### src/rtl/spi_tx_pkg.sv
// Shared types and sizing helpers for the spi_tx serialiser.
package spi_tx_pkg;

  typedef enum logic [1:0] {
    IDLE     = 2'd0,
    TRANSMIT = 2'd1,
    HOLD     = 2'd2,
    GAP      = 2'd3
  } spi_tx_state_t;

  // Counter width for values 0..n-1, never narrower than one bit.
  function automatic int unsigned cnt_w(input int unsigned n);
    return (n < 2) ? 32'd1 : 32'($clog2(n));
  endfunction

endpackage

### src/rtl/spi_tx_if.sv
// Parallel request side plus 3-wire serial side of spi_tx.
interface spi_tx_if #(
  parameter int unsigned DATA_WIDTH = 10
);
  logic [DATA_WIDTH-1:0] data_in;
  logic                  trigger_in;
  logic                  ready_out;
  logic                  data_out;
  logic                  data_clk_out;
  logic                  sel_out;

  modport master (
    output data_in, trigger_in,
    input  ready_out, data_out, data_clk_out, sel_out
  );

  modport slave (
    input  data_in, trigger_in,
    output ready_out, data_out, data_clk_out, sel_out
  );
endinterface

### src/rtl/spi_tx_clk_div.sv
// Half-period tick generator: tick fires every HALF cycles, restarts from zero on clear.
module spi_tx_clk_div
  import spi_tx_pkg::*;
#(
  parameter int unsigned HALF = 2
) (
  input  logic clk_in,
  input  logic rst_in,
  input  logic clr_i,
  output logic tick_o_c
);
  localparam int unsigned   CW   = cnt_w(HALF);
  localparam logic [CW-1:0] LAST = CW'(HALF - 1);

  logic [CW-1:0] hc_q, hc_d;

  always_comb begin
    hc_d = hc_q;
    if (clr_i || (hc_q == LAST)) begin
      hc_d = '0;
    end else begin
      hc_d = hc_q + CW'(1);
    end
  end

  always_ff @(posedge clk_in) begin
    if (rst_in) begin
      hc_q <= '0;
    end else begin
      hc_q <= hc_d;
    end
  end

  assign tick_o_c = !clr_i && (hc_q == LAST);

endmodule

### src/rtl/spi_tx.sv
// Serialises one DATA_WIDTH-bit word per request, MSB first, onto data/clock/select.
// Define SPI_TX_INPUT_REG_EN for a 1-entry input buffer that chains words across the gap.
module spi_tx
  import spi_tx_pkg::*;
#(
  parameter int unsigned DATA_WIDTH      = 10,
  parameter int unsigned DATA_CLK_PERIOD = 4
) (
  input logic     clk_in,
  input logic     rst_in,
  spi_tx_if.slave bus
);
  localparam int unsigned    HALF    = DATA_CLK_PERIOD / 2;
  localparam int unsigned    BCW     = cnt_w(DATA_WIDTH);
  localparam logic [BCW-1:0] BC_LAST = BCW'(DATA_WIDTH - 1);

  localparam logic [1:0] ST_IDLE     = IDLE;
  localparam logic [1:0] ST_TRANSMIT = TRANSMIT;
  localparam logic [1:0] ST_HOLD     = HOLD;
  localparam logic [1:0] ST_GAP      = GAP;

  logic [1:0]            state_q, state_d;
  logic [DATA_WIDTH-1:0] shift_q, shift_d;
  logic [BCW-1:0]        bc_q, bc_d;
  logic                  dclk_q, dclk_d;
  logic                  sel_q, sel_d;
  logic                  dat_q, dat_d;
  logic                  rdy_q, rdy_d;
  logic                  accept, start, tick, div_clr;
  logic [DATA_WIDTH-1:0] start_word;
`ifdef SPI_TX_INPUT_REG_EN
  logic [DATA_WIDTH-1:0] buf_q, buf_d;
  logic                  bufv_q, bufv_d;
  logic                  from_buf;
`endif

  // Counter idles cleared so every word starts with a full low half-period.
  assign div_clr = (state_q == ST_IDLE);

  spi_tx_clk_div #(.HALF(HALF)) u_clk_div (
    .clk_in   (clk_in),
    .rst_in   (rst_in),
    .clr_i    (div_clr),
    .tick_o_c (tick)
  );

  assign accept = bus.trigger_in && rdy_q;

  always_comb begin
    state_d    = state_q;
    shift_d    = shift_q;
    bc_d       = bc_q;
    dclk_d     = dclk_q;
    sel_d      = sel_q;
    dat_d      = dat_q;
    rdy_d      = rdy_q;
    start      = 1'b0;
    start_word = '0;
`ifdef SPI_TX_INPUT_REG_EN
    buf_d      = buf_q;
    bufv_d     = bufv_q;
    from_buf   = 1'b0;
`endif

    case (state_q)
      ST_IDLE: begin
        if (accept) begin
          start      = 1'b1;
          start_word = bus.data_in;
        end
      end
      ST_TRANSMIT: begin
        if (tick) begin
          if (!dclk_q) begin
            dclk_d = 1'b1;
          end else begin
            // Falling edge: advance to the next bit, or park after the last one.
            dclk_d = 1'b0;
            if (bc_q == BC_LAST) begin
              state_d = ST_HOLD;
            end else begin
              shift_d = {shift_q[DATA_WIDTH-2:0], 1'b0};
              dat_d   = shift_q[DATA_WIDTH-2];
              bc_d    = bc_q + BCW'(1);
            end
          end
        end
      end
      ST_HOLD: begin
        if (tick) begin
          sel_d   = 1'b1;
          dat_d   = 1'b0;
          state_d = ST_GAP;
        end
      end
      ST_GAP: begin
        if (tick) begin
          state_d = ST_IDLE;
`ifdef SPI_TX_INPUT_REG_EN
          if (bufv_q) begin
            start      = 1'b1;
            from_buf   = 1'b1;
            start_word = buf_q;
          end else if (accept) begin
            start      = 1'b1;
            start_word = bus.data_in;
          end
`endif
        end
      end
      default: state_d = ST_IDLE;
    endcase

    if (start) begin
      state_d = ST_TRANSMIT;
      shift_d = start_word;
      dat_d   = start_word[DATA_WIDTH-1];
      sel_d   = 1'b0;
      dclk_d  = 1'b0;
      bc_d    = '0;
    end

`ifdef SPI_TX_INPUT_REG_EN
    // Drain first so a same-cycle accept overwrites the entry just consumed.
    if (from_buf) begin
      bufv_d = 1'b0;
    end
    if (accept && !(start && !from_buf)) begin
      buf_d  = bus.data_in;
      bufv_d = 1'b1;
    end
    rdy_d = !bufv_d;
`else
    rdy_d = (state_d == ST_IDLE);
`endif
  end

  always_ff @(posedge clk_in) begin
    if (rst_in) begin
      state_q <= ST_IDLE;
      shift_q <= '0;
      bc_q    <= '0;
      dclk_q  <= 1'b0;
      sel_q   <= 1'b1;
      dat_q   <= 1'b0;
      rdy_q   <= 1'b1;
`ifdef SPI_TX_INPUT_REG_EN
      buf_q   <= '0;
      bufv_q  <= 1'b0;
`endif
    end else begin
      state_q <= state_d;
      shift_q <= shift_d;
      bc_q    <= bc_d;
      dclk_q  <= dclk_d;
      sel_q   <= sel_d;
      dat_q   <= dat_d;
      rdy_q   <= rdy_d;
`ifdef SPI_TX_INPUT_REG_EN
      buf_q   <= buf_d;
      bufv_q  <= bufv_d;
`endif
    end
  end

  assign bus.ready_out    = rdy_q;
  assign bus.data_out     = dat_q;
  assign bus.data_clk_out = dclk_q;
  assign bus.sel_out      = sel_q;

endmodule

### src/flat_wrapper.sv
// flat-port wrapper written by rule: the top's interface ports become plain ports
module spi_tx_flat import spi_tx_pkg::*;
#(
  parameter int unsigned DATA_WIDTH      = 10,
  parameter int unsigned DATA_CLK_PERIOD = 4
)
  (clk_in, rst_in, bus_data_in, bus_trigger_in, bus_ready_out, bus_data_out, bus_data_clk_out, bus_sel_out);
  spi_tx_if #(.DATA_WIDTH(DATA_WIDTH)) bus_i ();
  input logic clk_in;
  input logic rst_in;
  input wire logic [$bits(bus_i.data_in)-1:0] bus_data_in;
  input wire logic [$bits(bus_i.trigger_in)-1:0] bus_trigger_in;
  output wire logic [$bits(bus_i.ready_out)-1:0] bus_ready_out;
  output wire logic [$bits(bus_i.data_out)-1:0] bus_data_out;
  output wire logic [$bits(bus_i.data_clk_out)-1:0] bus_data_clk_out;
  output wire logic [$bits(bus_i.sel_out)-1:0] bus_sel_out;
  assign bus_i.data_in = bus_data_in;
  assign bus_i.trigger_in = bus_trigger_in;
  assign bus_ready_out = bus_i.ready_out;
  assign bus_data_out = bus_i.data_out;
  assign bus_data_clk_out = bus_i.data_clk_out;
  assign bus_sel_out = bus_i.sel_out;
  spi_tx #(.DATA_WIDTH(DATA_WIDTH), .DATA_CLK_PERIOD(DATA_CLK_PERIOD)) u_core (.clk_in(clk_in), .rst_in(rst_in), .bus(bus_i));
endmodule
### config.mk
export PLATFORM = sky130hd
export DESIGN_NAME = spi_tx_flat
export DESIGN_NICKNAME = d
export VERILOG_FILES = /design/src/rtl/spi_tx_pkg.sv /design/src/rtl/spi_tx_if.sv /design/src/rtl/spi_tx_clk_div.sv /design/src/rtl/spi_tx.sv /design/src/flat_wrapper.sv
export SDC_FILE = /design/constraint.sdc
export NUM_CORES = 1
export LEC_CHECK = 0
export ABC_AREA = 1
export CORE_MARGIN = 2
export CORE_UTILIZATION = 45
export DETAILED_ROUTE_END_ITERATION = 7
export HOLD_SLACK_MARGIN = 0.02
export PLACE_DENSITY = 0.71
export SLEW_MARGIN = 30
export SYNTH_ARGS = -nofsm -noshare
export SYNTH_HDL_FRONTEND = slang
export SYNTH_SLANG_ARGS = --single-unit
### constraint.sdc
create_clock -name clk_in -period 4.4 [get_ports clk_in]
set_input_delay 0.44 -clock clk_in [delete_from_list [all_inputs] [get_ports clk_in]]
set_output_delay 0.44 -clock clk_in [all_outputs]
set_load 0.005 [all_outputs]
## Yosys cells after proc, flatten, opt, wreduce, memory -nomap -nowiden

Cells that the tools add are included.

| storage, ports and cells | value |
|---|---|
| memories | 0 |
| bits in registers | 20 |
| latch bits | 0 |
| bits of input ports | 13 |
| bits in read-only memories | 0 |
| memory bits (writable) | 0 |
| logic and storage cells | 64 |

| cells by class | value |
|---|---|
| multipliers | 0 |
| reduce and logical (&&, ||, !) cells | 18 |
| magnitude comparators | 0 |
| add/subtract/negate cells | 2 |
| muxes and demuxes | 26 |
| shifts and indexed selects | 0 |
| div/mod/pow operators | 0 |
| equality and inequality tests | 9 |
| bitwise gates (word level) | 1 |

Operators with widths:

| cell | count |
|---|---|
| two-way mux 9 bit | 5 |
| two-way mux 10 bit | 2 |
| two-way mux 2 bit | 6 |
| two-way mux 1 bit | 11 |
| inequality test 3 x 1 -> 1 bit, second input constant | 3 |
| AND reduction 4 bit | 2 |
| nonzero test 2 bit | 4 |
| case mux 2 bit (3 select lines) | 1 |
| AND reduction 5 bit | 1 |
| adder 4 x 1 -> 4 bit, second input constant | 1 |
| equality test 2 bit, second input constant | 2 |
| equality test 4 bit, second input constant | 1 |
| zero test 2 bit | 2 |
| AND reduction 2 bit | 2 |
| OR reduction 2 bit | 2 |
| inequality test 3 x 2 -> 1 bit, second input constant | 1 |
| nonzero test 3 bit | 1 |
| equality test 2 x 1 -> 1 bit, second input constant | 1 |
| logical AND 1 bit | 2 |
| inequality test 2 x 1 -> 1 bit, second input constant | 1 |
| case mux 1 bit (2 select lines) | 1 |
| adder 1 bit, second input constant | 1 |
| zero test 1 bit | 1 |
| logical OR 1 bit | 1 |
| NOT 1 bit | 1 |

## Logic depth before layout (Yosys ltp)

| logic depth | value |
|---|---|
| depth after elaboration | 7 |
| gate-level depth with buffers | 12 |

## Hierarchy

From an unflattened synthesis, not the netlist that was laid out.

| unflattened totals | value |
|---|---|
| cell total of the unflattened synthesis | 156 |
| area, all modules | 1063.5 um^2 |

By module, submodules not included:

| module | sequential area each (um^2) | cells an instance | area each (um^2) | instances |
|---|---|---|---|---|
| spi_tx | 380.4 | 150 | 1022.2 | 1 |
| spi_tx_clk_div | 20.0 | 6 | 41.3 | 1 |

## Least setup slack after synthesis

Ideal clock, no wire load.

| timing | value |
|---|---|
| kind | flip-flop to flip-flop |
| start point | register u_core.state_q[0] |
| end point | register u_core.rdy_q (netlist: u_core.bus.ready_out) |
| buffers on the path | 0 |
| stages on the path, launching flop included | 13 |
| arrival time | 1.313 ns |
| required time | 4.291 ns |
| path slack | 2.978 ns |
| cell sequence | dfxtp_1 -> inv_1 -> ha_1 -> inv_2 -> nand2_4 -> nor2_4 -> nand2_1 -> nand2_1 -> nand2_1 -> nand2_1 -> nand2_1 -> nand2_1 -> inv_1 |

| on the way | value |
|---|---|
| word-level cells in the longest chain between the ends | 7 |
| elaborated cells on any way between the ends | 15 |
| classes of those cells | 3 x eq/ne; 8 x mux; 4 x reduce/logical |

Ends and longest elaborated chain:

| element | line | RTL |
|---|---|---|
| start: declaration | spi_tx.sv:22 | `logic [1:0] state_q, state_d;` |
| start signal: assignment | spi_tx.sv:152 | `state_q <= state_d;` |
| zero test 2 bit | spi_tx.sv:38, spi_tx.sv:65 |  |
| zero test 1 bit | spi_tx_clk_div.sv:34 | `assign tick_o_c = !clr_i && (hc_q == LAST);` |
| logical AND 1 bit | spi_tx_clk_div.sv:34 |  |
| two-way mux 2 bit, on equally long branches | spi_tx.sv:97, spi_tx.sv:73, spi_tx.sv:90 |  |
| case mux 2 bit (3 select lines) | spi_tx.sv:65 | `case (state_q)` |
| two-way mux 2 bit (*) | spi_tx.sv:114 | `if (start) begin` |
| zero test 2 bit (*) | spi_tx.sv:134 | `rdy_d = (state_d == ST_IDLE);` |
| end signal: assignment | spi_tx.sv:158 | `rdy_q <= rdy_d;` |
| end: declaration | spi_tx.sv:28 | `logic rdy_q, rdy_d;` |

Every way passes the cells marked *; elsewhere a longest branch is shown, timed or not.
A chain may end at the register's enable or synchronous reset.

## Worst setup path in the final report

| timing | value |
|---|---|
| start point | register u_core.state_q[0] |
| end point | register u_core.shift_q[1] |

| on the way | value |
|---|---|
| word-level cells in the longest chain between the ends | 5 |
| elaborated cells on any way between the ends | 12 |
| classes of those cells | 2 x eq/ne; 3 x mux; 7 x reduce/logical |

Ends and longest elaborated chain:

| element | line | RTL |
|---|---|---|
| zero test 2 bit | spi_tx.sv:38, spi_tx.sv:65 |  |
| zero test 1 bit | spi_tx_clk_div.sv:34 |  |
| logical AND 1 bit | spi_tx_clk_div.sv:34 |  |
| nonzero test 2 bit (no line) | n/a |  |
| AND reduction 4 bit (no line) | n/a |  |
| end signal: assignment | spi_tx.sv:153 | `shift_q <= shift_d;` |
| end: declaration | spi_tx.sv:23 | `logic [DATA_WIDTH-1:0] shift_q, shift_d;` |

Several ways; a longest one is shown, not always the timed one.

==> results_dict.tcl <==
set metrics [dict create \
    maxClockFrequency_ghz 0.536 \
    synthFlopType "dfxtp_1" \
    rows 17 \
    drt_iter0_drc 9 \
    cts_buffers 3 \
    tritoncts "built" \
    r2r_end "u_core.shift_q[1]" \
    diodes 0 \
    clock_sinks 20 \
    viasPerCell 4.94 \
    vias 1013 \
    cp-start-kind "flop" \
    synth_mux_area_share_pct 0 \
    maxSlewHeadroom_pct 69.3 \
    cts_max_level 1 \
    fin_crit_sh_pct 42.4 \
    start_util_pct 48.7 \
    met3_length_um 65 \
    syn_inst 161 \
    drive_above_1_share_pct 9.60 \
    ys_types 22 \
    cap_violations 0 \
    synth_top_family_by_area "simple AND/OR/NAND/NOR gates" \
    cts_hold_buf 0 \
    cts_resized 0 \
    routed.top_layer "met4" \
    overflow 0 \
    cts_root_buffer "clkbuf_4" \
    fill_cells 205 \
    ys_warn_count 0 \
    area_growth_syn_to_layout_pct 18.1 \
    finalNetCount 198 \
    drc 0 \
    finalCriticalPeriod_ns 1.86 \
    clk_pin_slew_ns 0.12 \
    grt_pass1_wl_um 3820 \
    setup_viol 0 \
    synth_xor_area_share_pct 0 \
    hold_class "reg2reg" \
    cp.required_ns 4.63 \
    synth_edf_count 0 \
    mostFrequentLayoutCell "nand2_1" \
    synthArstFlopShare_pct 0 \
    yosys.area_share.simple_pct 38.1 \
    fp.dieH_um 53.6 \
    drt-pass1-iter-count 4 \
    holdPathStages 2 \
    synth_fa_ha_area_share_pct 7.91 \
    postSynthAreaPerCell_um2 6.88 \
    gp_congestion 0.880 \
    portBuffers 16 \
    ys_seq_area_share_pct 36.2 \
    fin_tns_setup_ns 0 \
    insertion_delay_ns 0.30 \
    r2r_cells 8 \
    pwr-share-seq_pct 51.7 \
    grt.total_usage_pct 17.9 \
    core-area_um2 2280 \
    outcome "completed" \
    crit_top_cell "nand2_1" \
    power_density_nw_per_um2 291 \
    syn_nets 181 \
    clock_power_share_pct 28.3 \
    cts_buffer_depth 2 \
    fp.dieArea_um2 2870 \
    criticalPathCategory "reg2reg" \
    max-vdd-ir-drop_mv 0.196 \
    postCtsSetupBuffers 0 \
    cp_cell_sequence "inv_1 > ha_1 > nand3_2 > clkinv_2 > nand2_1 > nand2_1 > nand2_1 > a21oi_1" \
    ys_ff_latch 20 \
    drtAntennaViolNets 0 \
    die-width_um 53.6 \
    r2r_start "u_core.state_q[0]" \
    rsz0062_at_grt "no" \
    wl_met2_um 1060 \
    final_cell_mix "nand2_1 (61), dfxtp_1 (20), a21oi_1 (17)" \
    power_switching_mw 0.106 \
    finalHoldViolations 0 \
    drt-total-wl_um 2200 \
    p_sw_share_pct 27.9 \
    p_leak_nw 0.595 \
    synth_compound_area_share_pct 9.49 \
    hold_path_end "u_core.bus.sel_out" \
    p_comb_share_pct 20.0 \
    antenna_found_initial 0 \
    ios 17 \
    path_max_fanout 25 \
    worst_pin_slew_ns 0.460 \
    met1_length_um 1070 \
    drv_slew 0 \
    grt_pass1_vias 920 \
    wl_per_cell_um 10.7 \
    crit_slowest_cell "nand3_2" \
    synthesis.area_um2 1110 \
    grt_max_degree 26 \
    reg2reg_slack_ns 2.54 \
    hold_start "u_core.bus.sel_out" \
    p_int_mw 0.274 \
    endpoint_kind "flop" \
    clock_skew_ns 0.0124 \
    slowest_delay_ns 0.41 \
    dp_hpwl_um 1680 \
    final_util_pct 57.4 \
    arrival_ns 2.09 \
]
## cell families (layout without fill, tap and decap cells)
group / count (synthesis) / in the layout
AO/OA/AOI/OAI: 21 / 21
adder cells (fa/ha/maj): 7 / 7
buffers and inverters: 20 / 36
flip-flops: 20 / 20
AND/OR/NAND/NOR: 93 / 93
## metrics by stage
stage	power, mW	instance area (um2)	instances	hold slack, ns	worst slack (ns)
after floorplan	0.252	1110	161	0.457	2.98
after global placement	0.275	1270	201	0.465	2.46
after detailed placement	0.277	1270	201	0.472	2.43
after CTS	0.386	1310	205	0.496	2.53
after global routing	0.403	1310	205	0.518	2.34
final	0.380	1310	205	0.492	2.54
## per-layer routing
metal / GRT usage [%] / up-vias
met5: 0 / -
met4: 2.56 / 0
met3: 5.00 / 2
met2: 31.1 / 14
met1: 22.6 / 456
li1: - / 541
## state kept, by name (all words and copies together) (netlist names)
name and count:
u_core.bus.sel_out 1, u_core.u_clk_div.hc_q 1, u_core.bus.ready_out 1, u_core.shift_q 9
u_core.state_q 2, u_core.bus.data_out 1, u_core.bc_q 4, u_core.bus.data_clk_out 1
## worst max-delay path by stage
stage / from / end / slack, ns
floorplan: u_core.state_q[0] / u_core.bus.ready_out / 2.98
global placement: bus_trigger_in / u_core.shift_q[8] / 2.46
detailed placement: bus_trigger_in / u_core.shift_q[1] / 2.43
CTS: u_core.state_q[0] / u_core.shift_q[1] / 2.53
global route: u_core.state_q[0] / u_core.shift_q[8] / 2.34
finish: u_core.state_q[0] / u_core.shift_q[1] / 2.54
## layout make-up
class                      count  area (um2)  share of cell area, %
multi-input combinational    121         614                   47.0
sequential                    20         400                   30.6
timing repair buffer          16         160                   12.2
inverter                      16        61.3                   4.69
clock buffer                   4        36.3                   2.78
tap                           28        35.0                   2.68
## Yosys cell counts, types with 2 or more instances
master,n,area share [%]
nor2_1,4,1.4
nand3_2,2,1.8
ha_1,7,7.9
nand3_1,15,6.8
a21oi_1,17,7.7
buf_6,2,2.0
o21ai_0,3,1.4
nand2_1,61,21
nand2_4,2,2.0
inv_2,2,0.68
nor2_2,4,2.3
dfxtp_1,20,36
inv_1,13,4.4
## critical path: cells and delay by family (launching register included)
family	cells	cell delay [ns]
compound gates	1	0.13
fa+ha+maj	1	0.29
buf+inv	2	0.39
flops	1	0.36
simple gates	4	0.61
## power by group through the flow
stage                     clock (mW)  sequential (mW)  combinational [mW]
after global placement             0            0.200              0.0745
after detailed placement           0            0.201              0.0760
after global routing           0.118            0.198              0.0875
final                          0.108            0.197              0.0760
after floorplan                    0            0.200              0.0515
after CTS                      0.113            0.197              0.0764
Power figures use the tool's default switching activity.
